--- config.mk ---
export PLATFORM = sky130hd
export DESIGN_NAME = framebuffer_rect_command_handler
export DESIGN_NICKNAME = d
export VERILOG_FILES = /design/src/rtl/framebuffer_rect_command_handler.sv
export SDC_FILE = /design/constraint.sdc
export NUM_CORES = 1
export LEC_CHECK = 0
export CAP_MARGIN = 20
export CELL_PAD_IN_SITES_DETAIL_PLACEMENT = 1
export CELL_PAD_IN_SITES_GLOBAL_PLACEMENT = 2
export CORE_UTILIZATION = 35
export CTS_CLUSTER_DIAMETER = 30
export DETAILED_ROUTE_END_ITERATION = 7
export PLACE_DENSITY = 0.9
export SYNTH_ARGS = -nofsm -noshare
export SYNTH_HDL_FRONTEND = slang
export SYNTH_SLANG_ARGS = --single-unit
--- constraint.sdc ---
create_clock -name clk -period 18.41 [get_ports clk]
set_clock_uncertainty 0.05 [all_clocks]
set_input_delay 3.682 -clock clk [delete_from_list [all_inputs] [get_ports clk]]
set_output_delay 3.682 -clock clk [all_outputs]
set_load 0.03 [all_outputs]
--- src/rtl/framebuffer_rect_command_handler.sv ---
// Framebuffer command engine: commit streams RAM words over AXIS,
// memset clears the scissor-clipped rectangle with per-pixel masks.
module framebuffer_rect_command_handler #(
  parameter int NUMBER_OF_PIXELS_PER_BEAT = 4,
  parameter int NUMBER_OF_SUB_PIXELS = 4,
  parameter int SUB_PIXEL_WIDTH = 8,
  parameter int X_BIT_WIDTH = 11,
  parameter int Y_BIT_WIDTH = 11,
  parameter int FRAMEBUFFER_SIZE_IN_PIXEL_LG = 18,
  parameter int FB_SIZE_IN_PIXEL_LG = 20,
  localparam int PPB = NUMBER_OF_PIXELS_PER_BEAT,
  localparam int NSP = NUMBER_OF_SUB_PIXELS,
  localparam int PW = NSP * SUB_PIXEL_WIDTH,
  localparam int LG = $clog2(PPB),
  localparam int AW = FRAMEBUFFER_SIZE_IN_PIXEL_LG - LG,
  localparam int XW = X_BIT_WIDTH,
  localparam int YW = Y_BIT_WIDTH,
  localparam int SZW = FB_SIZE_IN_PIXEL_LG
) (
  input  logic                clk,
  input  logic                reset,
  input  logic [PW-1:0]       confClearColor,
  input  logic                confEnableScissor,
  input  logic [XW-1:0]       confScissorStartX,
  input  logic [XW-1:0]       confScissorEndX,
  input  logic [YW-1:0]       confScissorStartY,
  input  logic [YW-1:0]       confScissorEndY,
  input  logic [YW-1:0]       confYOffset,
  input  logic [XW-1:0]       confXResolution,
  input  logic [YW-1:0]       confYResolution,
  input  logic [NSP-1:0]      confMask,
  input  logic                apply,
  output logic                applied,
  input  logic                cmdCommit,
  input  logic                cmdMemset,
  input  logic [SZW-1:0]      cmdSize,
  output logic [PPB*PW-1:0]   writeDataPort,
  output logic                writeEnablePort,
  output logic [AW-1:0]       writeAddrPort,
  output logic [PPB*NSP-1:0]  writeMaskPort,
  output logic [AW-1:0]       readAddrPort,
  input  logic [PPB*PW-1:0]   readDataPort,
  output logic                m_axis_tvalid,
  input  logic                m_axis_tready,
  output logic                m_axis_tlast,
  output logic [PPB*PW-1:0]   m_axis_tdata
);
  localparam int BW = SZW + 1 - LG;

  localparam logic [1:0] IDLE   = 2'd0;
  localparam logic [1:0] COMMIT = 2'd1;
  localparam logic [1:0] MSETUP = 2'd2;
  localparam logic [1:0] MEMSET = 2'd3;

  logic [1:0]    state;
  logic          c_commit, c_memset, scissor;
  logic [BW-1:0] beats_total, rd_cnt, tx_cnt;
  logic [PW-1:0] clear;
  logic [XW-1:0] sx0, sx1, xres;
  logic [YW-1:0] sy0, sy1, yoff, yres;
  logic [NSP-1:0] mask;

  logic [AW-1:0]     rd_addr;
  logic [PPB*PW-1:0] buf0, buf1;
  logic              wp, rp, inflight;
  logic [1:0]        cnt;
  logic              pop, issue, room;

  logic [XW-1:0] x_lo, x_hi, bx, bx_lo, bx_hi;
  logic [YW:0]   y_lo, y_hi, y_cur;
  logic [AW-1:0] row_base, stride;

  logic [XW-1:0] x_lo_c, x_hi_c;
  logic [YW:0]   y_lo_c, y_hi_c, y_end;
  logic          empty;

  assign pop = m_axis_tvalid && m_axis_tready;
  // Reserve a slot for the read already in flight.
  assign room = ({1'b0, cnt} + {2'b0, inflight}) < (3'd2 + {2'b0, pop});
  assign issue = (state == COMMIT) && c_commit && (rd_cnt != beats_total) && room;

  assign readAddrPort = rd_addr;
  assign m_axis_tvalid = cnt != 2'd0;
  assign m_axis_tdata = rp ? buf1 : buf0;
  assign m_axis_tlast = m_axis_tvalid && (tx_cnt == beats_total - BW'(1));

  assign y_end = {1'b0, yoff} + {1'b0, yres};
  assign x_lo_c = scissor ? sx0 : '0;
  assign x_hi_c = (scissor && sx1 < xres) ? sx1 : xres;
  assign y_lo_c = (scissor && sy0 > yoff) ? {1'b0, sy0} : {1'b0, yoff};
  assign y_hi_c = (scissor && {1'b0, sy1} < y_end) ? {1'b0, sy1} : y_end;
  assign empty = (x_lo_c >= x_hi_c) || (y_lo_c >= y_hi_c);

  assign writeEnablePort = (state == MEMSET) && (y_cur >= y_lo);
  assign writeAddrPort = row_base + AW'(bx);
  assign writeDataPort = {PPB{clear}};

  always_comb begin
    logic [XW:0] px;
    writeMaskPort = '0;
    for (int p = 0; p < PPB; p++) begin
      px = ({1'b0, bx} << LG) + (XW + 1)'(p);
      if (px >= {1'b0, x_lo} && px < {1'b0, x_hi})
        writeMaskPort[p*NSP +: NSP] = mask;
    end
  end

  always_ff @(posedge clk) begin
    if (reset) begin
      state <= IDLE;
      applied <= 1'b1;
      cnt <= '0;
      inflight <= 1'b0;
      wp <= 1'b0;
      rp <= 1'b0;
    end else begin
      inflight <= issue;
      if (issue) begin
        rd_addr <= rd_addr + AW'(1);
        rd_cnt <= rd_cnt + BW'(1);
      end
      if (inflight) begin
        if (wp) buf1 <= readDataPort;
        else buf0 <= readDataPort;
        wp <= ~wp;
      end
      if (pop) begin
        rp <= ~rp;
        tx_cnt <= tx_cnt + BW'(1);
      end
      cnt <= cnt + {1'b0, inflight} - {1'b0, pop};

      unique case (state)
        IDLE: if (apply && applied) begin
          applied <= 1'b0;
          state <= COMMIT;
          c_commit <= cmdCommit;
          c_memset <= cmdMemset;
          beats_total <= BW'(({1'b0, cmdSize} + (SZW + 1)'(PPB - 1)) >> LG);
          clear <= confClearColor;
          scissor <= confEnableScissor;
          sx0 <= confScissorStartX;
          sx1 <= confScissorEndX;
          sy0 <= confScissorStartY;
          sy1 <= confScissorEndY;
          yoff <= confYOffset;
          xres <= confXResolution;
          yres <= confYResolution;
          mask <= confMask;
          rd_addr <= '0;
          rd_cnt <= '0;
          tx_cnt <= '0;
        end
        COMMIT: begin
          if (!c_commit || beats_total == '0) begin
            state <= MSETUP;
          end else if (pop && m_axis_tlast) begin
            state <= c_memset ? MSETUP : IDLE;
            applied <= !c_memset;
          end
        end
        MSETUP: begin
          if (!c_memset || empty) begin
            state <= IDLE;
            applied <= 1'b1;
          end else begin
            state <= MEMSET;
            x_lo <= x_lo_c;
            x_hi <= x_hi_c;
            y_lo <= y_lo_c;
            y_hi <= y_hi_c;
            bx <= x_lo_c >> LG;
            bx_lo <= x_lo_c >> LG;
            bx_hi <= (x_hi_c - XW'(1)) >> LG;
            y_cur <= {1'b0, yoff};
            row_base <= '0;
            stride <= AW'(xres >> LG);
          end
        end
        MEMSET: begin
          // Rows above the clip window only advance the row base.
          if (y_cur < y_lo || bx == bx_hi) begin
            bx <= bx_lo;
            y_cur <= y_cur + (YW + 1)'(1);
            row_base <= row_base + stride;
            if (y_cur >= y_lo && y_cur + (YW + 1)'(1) == y_hi) begin
              state <= IDLE;
              applied <= 1'b1;
            end
          end else begin
            bx <= bx + XW'(1);
          end
        end
        default: state <= IDLE;
      endcase
    end
  end
endmodule

# ---- After elaboration in Yosys (flattened, before gate mapping)
# Cells that the tools add are included.
dict set report totals {
  inputBits 268
  out_inout_bits 308
  elab_cells 163
  reg_bits 565
}
dict set report classes {
  addsub 18
  n_mux 42
  magnitude_cmp 16
  reduce_logical 34
  bitwise_logic 4
  eq_ne 15
}
# operator count
set ops {}
lappend ops {{$mux 128} 1}
lappend ops {{$mux 19} 6}
lappend ops {{$mux 16} 5}
lappend ops {{$mux 11} 5}
lappend ops {{$ge 12x11->1} 4}
lappend ops {{$lt 12x11->1} 4}
lappend ops {{$add 19x1->19 const B} 2}
lappend ops {{$mux 12} 3}
lappend ops {{$pmux 16 s2} 1}
lappend ops {{$add 12x1->12 const B} 2}
lappend ops {{$add 12x2->12 const B} 2}
lappend ops {{$pmux 12 s2} 1}
lappend ops {{$pmux 11 s2} 1}
lappend ops {{$add 20x2->21 const B} 1}
lappend ops {{$eq 19x19->1} 1}
lappend ops {{$logic_not 19->1} 1}
lappend ops {{$ne 19x19->1} 1}
lappend ops {{$sub 19x1->19 const B} 1}
lappend ops {{$add 16x1->16 const B} 1}
lappend ops {{$add 16x11->16} 1}
lappend ops {{$add 16x9->16} 1}
lappend ops {{$logic_and 1x1->1} 16}
lappend ops {{$mux 4} 4}
lappend ops {{$reduce_and 3->1} 5}
lappend ops {{other kinds (33)} 59}

# ---- Depth between registers and ports, before layout
dict set report logic_depth {
  depth_word 9
  depth_mapped 25
  depth_no_buf 24
}

# ---- Worst setup path after synthesis
# Ideal clock, no wire load.
dict set report synth_timing {
  path_type {input-to-reg}
  start {in reset}
  end {reg buf0[0] (enable)}
  path_slack_ps 4348
  stages 2
  setup_ps 798
  t_arrival_ps 13214
  path_buffers 1
  path_cell_list {clkbuf_1 nor3b_1}
}
dict set report synth_via {
  elab_chain_len 2
}
# item line
set synth_rtl {}
lappend synth_rtl {{start: declaration} 21} ;# input logic reset,
lappend synth_rtl {{$not 1->1 (no source line)} -}
lappend synth_rtl {{$reduce_and 3->1 (no source line)} -}
lappend synth_rtl {{end signal: assignment} 124} ;# else buf0 <= readDataPort;
lappend synth_rtl {{end: declaration} 64} ;# logic [PPB*PW-1:0] buf0, buf1;
# No other way between the ends.
# A chain may end at the register's enable or synchronous reset.

# ---- Final worst setup path
dict set report layout_timing {
  start {reg beats_total[0]}
  end {out m_axis_tlast}
}
dict set report layout_via {
  elab_chain_len 3
}
# item line
set layout_rtl {}
lappend layout_rtl {{start: declaration} 57} ;# logic [BW-1:0] beats_total, rd_cnt, tx_cnt;
lappend layout_rtl {{start signal: assignment} 139} ;# beats_total <= BW'(({1'b0, cmdSize} + (SZW + 1)'(PPB - 1)) >> LG);
lappend layout_rtl {{$sub 19x1->19} 85} ;# assign m_axis_tlast = m_axis_tvalid && (tx_cnt == beats_total - BW'(1));
lappend layout_rtl {{$eq 19x19->1} 85}
lappend layout_rtl {{$logic_and 1x1->1} 85}
lappend layout_rtl {{end: declaration} 45} ;# output logic m_axis_tlast,
# No other way between the ends.

==> flow_results.org <==
** Clock tree
- After clock tree synthesis, the repair step resized 0 gates.
- Counting along the longest clock path gives a buffer depth of 3.
- TritonCTS created approximately 130 clock buffers.
- After clock tree synthesis, the clock-pin slew on the worst setup and hold paths is about 0.050 ns.
- For this design, the CTS-stage hold fixing added 0 buffers.
- Clock tree synthesis selected as its root buffer the cell sky130_fd_sc_hd__clkbuf_16.
- Setup Fix Bufs, Post-CTS :: 0
- Counting every sink on the clock net gives 555.
- Clock tree from TritonCTS :: done
- At the later pin of the worst-skew pair, clock insertion delay measures 0.69 ns.
- The H-tree was split into 4 levels.

** Placement
- Number of cells in the design after placement :: approximately 3,500
- Routability-driven placement finished with a final weighted congestion of between 0.9 and 1.
- Summing all placed instances gives a cell area of about 34,000 um^2.
- Detail Placement HPWL :: 67,100 um
- IO buf count :: 575

** Layout
- Final Instance Area :: between 30,000 and 40,000 um^2
- Final design utilization :: approximately 49%
- Syn-to-layout area delta :: 38.9%
- Registers take between 15,000 and 20,000 um^2.
- Fill cell instance count of the final layout :: between 7,000 and 8,000
- At the end of the flow, the number of nets in the layout was approximately 3,000.
- After the flow finishes, the layout carries non-filler instances totaling ~3,800.
- Proportion of layout cells with a drive suffix above 1 :: between 10% and 20%
- The multi-input combinational cells in the finished layout cover a total of ~9600 um^2.

** Route
- In this run the remaining antenna-violating nets after routing total 0.
- Residual DRC :: 0
- First-pass DRT Iterations :: 5
- Dividing the detail-routed via count by the number of cells gives ~5.1.
- For this block, the initial DRC count from the detailed router was between 1,000 and 1,500.
- The final route contains 19,232 vias.
- For this block, the routed nets add up to roughly 93,000 um of wire.
- Average detailed-routed wire length per instance :: 24.6 um

** Floorplanning
- The floorplan has between 100 and 150 rows.
- The die covers between 70,000 and 80,000 um^2.
- Die outline width :: 282 um
- The floorplan step defined a core boundary enclosing ~78,000 um^2.
- Boundary Pins :: approximately 580
- For this configuration, the core starts out at a cell density of between 30% and 40%.
- Die Y-Extent :: between 200 and 300 um

** Synthesis
- Synthesis Warnings :: 0
- After technology mapping, the gate count stands at ~2,100.
- In the post-synthesis netlist, the biggest area contributors are sky130_fd_sc_hd__edfxtp_1, sky130_fd_sc_hd__mux2_2, sky130_fd_sc_hd__ha_1.
- Register bit total from synthesis :: 555
- Of all cell types, the one taking the most synthesized area is sky130_fd_sc_hd__edfxtp_1.
- Most used standard cell by instance count after synthesis :: sky130_fd_sc_hd__edfxtp_1
- Yosys cell types :: 82
- In the synthesized netlist, the cells that appear most often are sky130_fd_sc_hd__edfxtp_1, sky130_fd_sc_hd__mux2_2, sky130_fd_sc_hd__nor2_1.
- Dominant synthesized flop cell :: sky130_fd_sc_hd__edfxtp_1
- Summing every instance area after synthesis gives about 28,000 um^2.
- The number of nets in the synthesized netlist is around 2,500.
- The synthesized design contains between 500 and 600 enable-type register cells.
- Of the post-synthesis cell area, the dominant cell type holds roughly three fifths.
- For this run, the register share of the synthesized area comes to about three fifths.
- For this run, asynchronously set or reset flops after synthesis account for 0%.
- In this run the mean area of a mapped cell was 13.3 um^2.

** GRT
- After global routing the overflow that remains totals 0.
- Entering global routing, the biggest net connects between 60 and 70 pins.
- Initial antenna violation count :: 33
- The first global-routing pass estimated 136,000 um of wire.
- GRT Total Usage :: 23.2%
- Via count of the first global-routing pass :: around 21,000

** Timing
- Final Setup Violations :: 0
- Based on the critical path, the design can be clocked at up to 124 MHz.
- Final number of hold-violating endpoints :: 0
- The max-slew violation count is 0.
- Share of the cycle needed by the critical path after routing :: 43.9%
- At the pin with the least slew margin, the transition time is 1.01 ns.
- Max-slew headroom :: between 30% and 40%
- Final total negative setup slack :: 0 ns
- The smallest clock period supported by the final layout is computed as about 8.1 ns.
- Setup repair after global routing left no endpoint under its margin.

** Run status
- The flow ran to the end, and the final reports show no timing, DRC or antenna violations.

** Pwr
- The analysis attributes to net switching a power of roughly 1.4 mW.
- Combinational cell fraction of total power :: between 20% and 30%
- Sequential cells burn between 30 and 40% of the power.
- Internal power comes to 3.45 mW.
- After layout, the design draws a total of approximately 4.9 mW.
- Net switching share of the total power :: between 20 and 30%
- IR analysis of the VDD net gives a maximum drop of ~0.12 mV.
- Part of the power in the clock network :: between 40% and 50%
- The analysis attributes to cell leakage a power of about 14 nW.
- Total power per unit cell area :: ~130 nW/um^2

** Worst hold path
- The min-delay analysis places its worst path in the category register to register.

** Critical path
- The worst setup path is launched from a register.
- Critical path peak fanout :: 9
- The worst setup path is of the register to primary output kind.
- Data arrival time of the worst path :: between 4 and 5 ns
- CP Capture Type :: primary output
- CP required :: approximately 15 ns

** Run
- MaxCap Viol Count :: 0
[kinds of logic after synthesis]
| kind of cell | count (synthesis) | share of synthesized area, % |
|---|---|---|
| buffers and inverters | 270 | 5.20 |
| xor gates and xnor gates | 189 | 6.07 |
| adders and majority gates | 129 | 5.94 |
| muxes | 179 | 7.19 |
| and+or+nand+nor | 500 | 9.34 |
| AOI/OAI and AO/OA | 253 | 6.03 |
| DFF | 555 | 60.2 |
[state kept, by name, summed over array words and instances, names as in the netlist, 12 cells and up]
signal,count
y_hi,12
beats_total,19
y_cur,12
buf1,128
rd_cnt,19
buf0,128
row_base,16
tx_cnt,19
clear,32
readAddrPort,16
[layout make-up]
cell class | count | share of cell area, %
Timing Repair Buffer | 590 | 15.3
Tap cell | 1040 | 3.40
Multi-Input combinational cell | 1250 | 25.0
Antenna cell | 10 | 0.0654
Clock buffer | 145 | 8.87
Inverter | 113 | 1.11
Clock inverter | 95 | 2.90
Sequential cell | 555 | 43.4
[cell usage in the layout, fill, tap and decap left out, drive strengths merged, types with 29 or more instances in the layout]
| cell type | synthesis | final |
|---|---|---|
| and3 | 29 | 29 |
| mux2 | 151 | 151 |
| xor2 | 78 | 78 |
| nand3 | 54 | 54 |
| nor3 | 34 | 34 |
| edfxtp | 547 | 547 |
| a21o | 33 | 33 |
| clkdlybuf4s50 | 0 | 575 |
| inv | 113 | 122 |
| o21ai | 77 | 77 |
| nor2 | 128 | 128 |
| a21oi | 46 | 46 |
| ha | 125 | 125 |
| nand4 | 36 | 36 |
| xnor2 | 110 | 110 |
| clkinv | 0 | 56 |
| clkbuf | 54 | 145 |
| nand2 | 103 | 103 |
[path summary, 6_finish.rpt]
path | start | endpoint | slack, ns | cells past startpoint
worst max-delay path | beats_total[0] | m_axis_tlast | 10.33 | 10
worst min-delay path | xres[8] | stride[6] | 0.43 | 0
worst max register to register | yoff[0] | row_base[0] | 10.94 | 25
worst min register to register | xres[8] | stride[6] | 0.43 | 0
[per-layer routing]
metal / routed length [um] / GRT usage, % / share of wire [%]
met1: 36200 / 26.3 / 39
met2: 46700 / 39.8 / 50
met3: 7940 / 8.87 / 8.5
met4: 2320 / 7.69 / 2.5
met5: 172 / 0 / 0.18
[worst max-delay path, cell delays in order, from the launching register on]
cell	delay [ns]
sky130_fd_sc_hd__edfxtp_1	0.48
sky130_fd_sc_hd__inv_1	0.13
sky130_fd_sc_hd__ha_1	0.38
sky130_fd_sc_hd__nor3b_1	0.30
sky130_fd_sc_hd__xnor2_1	0.16
sky130_fd_sc_hd__nand4_1	0.12
sky130_fd_sc_hd__or4b_1	0.54
sky130_fd_sc_hd__nor4b_1	0.40
sky130_fd_sc_hd__o2111ai_1	0.33
sky130_fd_sc_hd__inv_1	0.14
sky130_fd_sc_hd__clkdlybuf4s50_1	0.69
[stage by stage]
stage / setup slack (ns) / hold WS, ns
detailed placement: 10.98 / 0.442
global route: 10.07 / 0.451
CTS: 10.28 / 0.430
finish: 10.33 / 0.433
floorplan: 4.35 / 0.376
global placement: 11.12 / 0.454
[power groups by stage]
stage	Sequential (mW)	Combinational [mW]	Clock (mW)
floorplan	1.58	0.605	0
global placement	1.60	0.941	0
detailed placement	1.61	0.964	0
CTS	1.59	0.985	2.37
global route	1.60	1.04	2.43
finish	1.59	0.980	2.33
Power figures use the tool's default switching activity.
